===== src/rtl/cp0_unit.sv =====
// CP0 exception/interrupt controller at M stage: SR/Cause/EPC/PRId, mfc0/mtc0, eret EPC return.
// req and DOut are combinational; register updates land on the next clk edge; no backpressure.
module cp0_unit #(
  parameter logic [31:0] HANDLER_ADDR = 32'h0000_4180,
  parameter logic [31:0] PRID_VALUE   = 32'h2023_0711
) (
  input  logic        clk,
  input  logic        reset,
  input  logic [4:0]  A1,
  input  logic [4:0]  A2,
  input  logic [31:0] DIn,
  input  logic        WE,
  input  logic [31:0] M_PC,
  input  logic [4:0]  M_ExcCode,
  input  logic        M_isBD,
  input  logic        EXLClr,
  input  logic [5:0]  HWInt,
  output logic        req,
  output logic [31:0] EPCOut,
  output logic [31:0] DOut
);

  logic [5:0]  sr_im;
  logic        sr_exl;
  logic        sr_ie;
  logic        cause_bd;
  logic [5:0]  cause_ip;
  logic [4:0]  cause_exc;
  logic [31:0] epc;

  logic        int_req;
  logic        exc_req;
  logic        unused_handler;

  // HANDLER_ADDR is consumed by the NPC logic, not here.
  assign unused_handler = ^HANDLER_ADDR;

  assign int_req = sr_ie & ~sr_exl & (|(HWInt & sr_im));
  assign exc_req = ~sr_exl & (M_ExcCode != 5'd0);
  assign req     = int_req | exc_req;
  assign EPCOut  = epc;

  always_ff @(posedge clk or negedge reset) begin
    if (!reset) begin
      sr_im     <= 6'd0;
      sr_exl    <= 1'b0;
      sr_ie     <= 1'b0;
      cause_bd  <= 1'b0;
      cause_ip  <= 6'd0;
      cause_exc <= 5'd0;
      epc       <= 32'd0;
    end else begin
      cause_ip <= HWInt;
      if (req) begin
        // The M-stage instruction is squashed, so its mtc0/eret effects are dropped.
        sr_exl    <= 1'b1;
        cause_exc <= int_req ? 5'd0 : M_ExcCode;
        cause_bd  <= M_isBD;
        epc       <= M_isBD ? (M_PC - 32'd4) : M_PC;
      end else begin
        if (WE && (A2 == 5'd12)) begin
          sr_im  <= DIn[15:10];
          sr_exl <= DIn[1];
          sr_ie  <= DIn[0];
        end
        if (WE && (A2 == 5'd14)) begin
          epc <= DIn;
        end
        // Placed after the SR write so eret wins on EXL when both occur together.
        if (EXLClr) begin
          sr_exl <= 1'b0;
        end
      end
    end
  end

  always_comb begin
    DOut = 32'd0;
    case (A1)
      5'd12:   DOut = {16'd0, sr_im, 8'd0, sr_exl, sr_ie};
      5'd13:   DOut = {cause_bd, 15'd0, cause_ip, 3'd0, cause_exc, 2'd0};
      5'd14:   DOut = epc;
      5'd15:   DOut = PRID_VALUE;
      default: DOut = 32'd0;
    endcase
  end

endmodule


===== config.mk =====
export PLATFORM = sky130hd
export DESIGN_NAME = cp0_unit
export DESIGN_NICKNAME = d
export VERILOG_FILES = /design/src/rtl/cp0_unit.sv
export SDC_FILE = /design/constraint.sdc
export NUM_CORES = 1
export LEC_CHECK = 0
export CAP_MARGIN = 20
export CORE_MARGIN = 3
export CORE_UTILIZATION = 40
export CTS_CLUSTER_DIAMETER = 150
export DETAILED_ROUTE_END_ITERATION = 7
export GPL_ROUTABILITY_DRIVEN = 0
export HOLD_SLACK_MARGIN = 0.02
export PLACE_DENSITY = 0.87
export SETUP_SLACK_MARGIN = 0.5
export SLEW_MARGIN = 25
export SYNTH_ARGS = -nofsm -noshare
export SYNTH_HDL_FRONTEND = slang
export SYNTH_SLANG_ARGS = --single-unit
export TNS_END_PERCENT = 20

===== constraint.sdc =====
create_clock -name clk -period 2.2 [get_ports clk]
set_clock_uncertainty 0.05 [all_clocks]
set_input_delay 0.22 -clock clk [delete_from_list [all_inputs] [get_ports clk]]
set_output_delay 0.22 -clock clk [all_outputs]
set_load 0.005 [all_outputs]

-- Yosys cells after proc, flatten, opt, wreduce, memory -nomap -nowiden
Index checks and enable logic that the tools add are counted.
- output and inout bits: 65
- bits in registers: 52
- eq/ne operators: 6
- add/subtract/negate cells: 1
- mux-type cells: 8
- reduce and logical (&&, ||, !) cells: 7
- bitwise operators: 7
- operator list (operator ; number):
    32-bit one-hot mux with 4 select lines ; 1
    32-bit 2-to-1 mux ; 3
    32-bit by 3-bit subtractor with 32-bit output, second input constant ; 1
    5-bit by 4-bit equality test with 1-bit output, second input constant ; 6
    6-bit AND ; 1
    6-bit OR reduction ; 1
    5-bit 2-to-1 mux ; 1
    5-bit nonzero test ; 1
    1-bit AND ; 3
    1-bit 2-to-1 mux ; 3
    3-bit nonzero test ; 1
    1-bit logical AND ; 2
    1-bit inverter ; 2
    2-bit AND reduction ; 1
    2-bit nonzero test ; 1
    1-bit OR ; 1

-- Logic depth before layout (Yosys ltp)
- depth in word-level cells: 6
- gate-level depth with buffers: 7
- gate-level depth less buffers: 6

-- Worst setup path before layout
Ideal clock, no wire load.
- path kind: in2reg
- start: input M_ExcCode[1]
- end: register epc[1] (netlist: EPCOut[1])
- arrival time: 1.727 ns
- path slack: 0.299 ns
- cell stages on the path: 6
- path through: or4_1 o21a_1 buf_2 nor2_4 buf_4 mux2_2
- longest elaborated chain between the ends: 4
- elaborated cells between the ends (all ways): 5
- classes of those cells: 1 x mux; 2 x bitwise; 2 x reduce/logical
- ends and longest elaborated chain (item ; RTL line ; RTL):
    start, declared ; 14 ; input logic [4:0] M_ExcCode,
    5-bit nonzero test * ; 39 ; assign exc_req = ~sr_exl & (M_ExcCode != 5'd0);
    1-bit AND * ; 39 ;
    1-bit OR * ; 40 ; assign req = int_req | exc_req;
    32-bit 2-to-1 mux / 2-bit nonzero test (equally long branches) ; - ;
    end signal, assigned ; 59 ; epc <= M_isBD ? (M_PC - 32'd4) : M_PC;
    end signal, assigned ; 67 ; epc <= DIn;
    end, declared ; 29 ; logic [31:0] epc;
Every way passes the cells marked *; elsewhere a longest branch is shown, timed or not.
A chain may end at the register's enable or synchronous reset.

-- Final worst setup path
- start: register sr_im[3]
- end: output req
- longest elaborated chain between the ends: 4
- ends and longest elaborated chain (item ; RTL line ; RTL):
    start, declared ; 23 ; logic [5:0] sr_im;
    start signal, assigned ; 62 ; sr_im <= DIn[15:10];
    6-bit AND ; 38 ; assign int_req = sr_ie & ~sr_exl & (|(HWInt & sr_im));
    6-bit OR reduction ; 38 ;
    1-bit AND ; 38 ;
    1-bit OR ; 40 ;
    end, declared ; 18 ; output logic req,
Every way passes these cells.

==> results.toml <==
[logic_synthesis]
netlist_area_mm2 = 0.003597
avgSynthCellArea_um2 = 9.417
syn_inst = 382
synth_area_leader_cell = "dfrtp_1"
synth-xor-area-share_pct = 2.922
synth_compound_area_share_pct = 15.83
synth.distinct_cells = 53
synth_fa_ha_area_share_pct = 0.3478
synth_area_leaders = "dfrtp_1 (36%), mux2i_1 (9.2%), o31a_1 (4.1%)"
async_reset_ff_share_pct = 100.0
ys_seq_area_share_pct = 36.17
synth_flop_cell = "dfrtp_1"
synth_nets = 473
yosysWarnings = 0
synth_top_area_share_pct = 36.17
synth_top_family_by_area = "simple AND/OR/NAND/NOR gates"
synth_mux_area_share_pct = 12.94
synth-edff-count = 0
synthSimpleGateAreaFrac_pct = 27.76
ys_seq_elements = 52

[pwr]
ir_worst_vdd_mv = 0.3703
p_sw_share_pct = 35.55
clockPowerShare_pct = 13.1
p_sw_w = 0.001783
p_seq_share_pct = 34.5
power.density_mw_per_mm2 = 801.0
power_frac_comb_pct = 52.3
internal_power_w = 0.003231
p_leak_nw = 2.834

[worst_setup_path]
crit_arrival_ps = 1520
crit_fanout = 3
cp-endpoint = "req"
end_kind = "output pin"
critPathRequiredTime_ps = 1930
crit_path_top_delay_cell = "dfrtp_1"
path_cells = "a22oi_2, a311oi_4, nor2_4, inv_2, buf_6"
startpoint = "sr_im[3]"
reg2reg_depth = 6
r2r-start = "sr_im[3]"
cp-start-kind = "register"
crit_type = "reg2out"
reg2reg_to = "EPCOut[29]"
rrSetupSlack_ps = 410
cp_slowest_stage_delay_ps = 420

[global_routing]
grt_busiest_layer = "met2"
grt_pass1_wl_mm = 21.92
grt_pass1_vias = 4390
grt_start_max_net_pins = 31
grt_antenna_before_repair = 1
gr-usage-met1_pct = 33.46
track_usage_pct = 27.00
overflow = 0
met2_usage_pct = 48.20
met3_usage_pct = 5.260

[timing]
worst_pin_slew_ps = 624.1
setup_violations = 0
hold_viol = 0
rsz0062_at_grt = "true"
post-route-min-period_ps = 1794
fin_crit_sh_pct = 81.54
setup_tns_ps = 0
slew_headroom_pct = 58.39
fmax_mhz = 557.5
slew_viol_final = 0
final.setup.worst_slack_ps = 406.1

[placement]
dp_cells = 672
hpwl_mm = 10.20
portBuffers = 154
preCtsSetupSlack_ps = -165.3

[clock_network]
clk_path_buf_depth = 2
clk_latency_ps = 300
h-tree-depth = 2
cts.clk_slew.worst_paths_ps = 90
cts_tree = "done"
numCtsBuffers = 5
root_buffer = "clkbuf_8"
clock-sinks = 52

[worst_hold_path]
whs_path_depth = 1
holdCritPathClass = "in2reg"

[floorplanning]
die_y_um = 100.8
num_rows = 33
start_util_pct = 42.50
die_w_um = 100.8
core_area_mm2 = 0.008464
io-pin-count = 155
die_area_mm2 = 0.01017

[job]
max-cap-violations = 0

[drt]
vias_per_cell = 6.057
drt_iter0_drc = 326
drc = 0
wirelength_mm = 14.84
first_pass_iters = 5
wl_per_cell_um = 20.73
vias = 4337
ant_nets = 0

[cells_and_area]
syn_to_final_growth_pct = 74.02
mostFrequentLayoutCell = "clkdlybuf4s50_1"
nets = 700
drive_gt1_share_pct = 30.00
fin_cells = 716
final_util_pct = 73.95
final_cell_mix = "clkdlybuf4s50_1 (78), buf_4 (73), dfrtp_1 (52)"

[outcome]
status = "completed"
-- Yosys cell counts, drive strengths merged (3+ instances only) --
cell	instances
dfrtp	52
nor2	36
mux2i	33
nor4	20
clkbuf	19
a31oi	18
o31a	17
and4	16
and2	13
or3	13
mux2	12
or4	12
nor3	10
o21ai	10
o31ai	10
xor2	9
a22oi	8
a21oi	7
buf	7
inv	7
nand4	7
nand2	5
a21o	4
and3	4
nand3	4
nand3b	3
nand4b	3
nor2b	3
xnor2	3
-- cells by family after synthesis --
kind of cell,after synthesis
AOI/OAI and AO/OA,80
xor gates and xnor gates,12
adders and majority gates,1
buffers and inverters,34
DFF,52
muxes,45
and+or+nand+nor,158
-- final cells by class --
| cell class | count | area [um^2] |
|---|---|---|
| well taps | 105 | 131.4 |
| diodes | 1 | 2.502 |
| multi-input cells | 296 | 2430 |
| clock buffers | 5 | 68.82 |
| repair buffers | 246 | 2253 |
| flip-flops and latches | 52 | 1301 |
| inverters | 8 | 30.03 |
| fillers | 576 | 2205 |
| clock inverters | 3 | 42.54 |
-- sequential cells by signal, indices dropped and copies added, names as in the netlist --
register	cells
sr_ie	1
cause_ip	6
cause_bd	1
sr_im	6
EPCOut	32
sr_exl	1
cause_exc	5
-- critical path, delay by kind of cell (launching register included) --
kind,cells,cell delay [ps]
flops,1,420
simple gates,1,170
buf+inv,2,180
compound gates,2,460
-- through the flow --
| stage | instance area [um^2] | hold slack [ps] | total power [W] |
|---|---|---|---|
| final | 6260 | 152.2 | 0.005014 |
| after global routing | 6260 | 138.0 | 0.005275 |
| after CTS | 6005 | 149.4 | 0.004769 |
| after detailed placement | 5609 | 216.2 | 0.004006 |
| after global placement | 5609 | 189.8 | 0.003918 |
| after floorplan | 3638 | -125.6 | 0.002745 |
-- power by group through the flow --
stage               sequential (W)  clock (W)  combinational (W)
floorplan                  0.00165          0            0.00110
global placement           0.00171          0            0.00221
detailed placement         0.00173          0            0.00228
CTS                        0.00172   0.000664            0.00239
global route               0.00178   0.000695            0.00280
finish                     0.00173   0.000658            0.00262
-- timing repair --
action                                 4_1_cts  5_1_grt
resized for setup                          163       45
buffers inserted                            25        6
hold buffers                                 1        0
endpoints found under the hold margin       22        0
setup endpoints to repair                   79       69
gates cloned                                 1        2
pin swaps                                   19       13
-- routing by layer --
metal	up-vias	part of all wire, %	wire length [um]
met5	-	0	0
met4	0	3.1	460
met3	52	9.2	1363
met2	272	50	7434
met1	2082	38	5585
li1	1931	-	-
-- how the worst min path moves through the flow --
stage               startpoint            to  slack, ps
floorplan                reset     EPCOut[0]       -130
global placement         reset     EPCOut[2]        190
detailed placement       reset  cause_exc[0]        220
CTS                   HWInt[4]   cause_ip[4]        150
global route          HWInt[4]   cause_ip[4]        140
finish                HWInt[4]   cause_ip[4]        150
(Power assumes the default switching activity.)
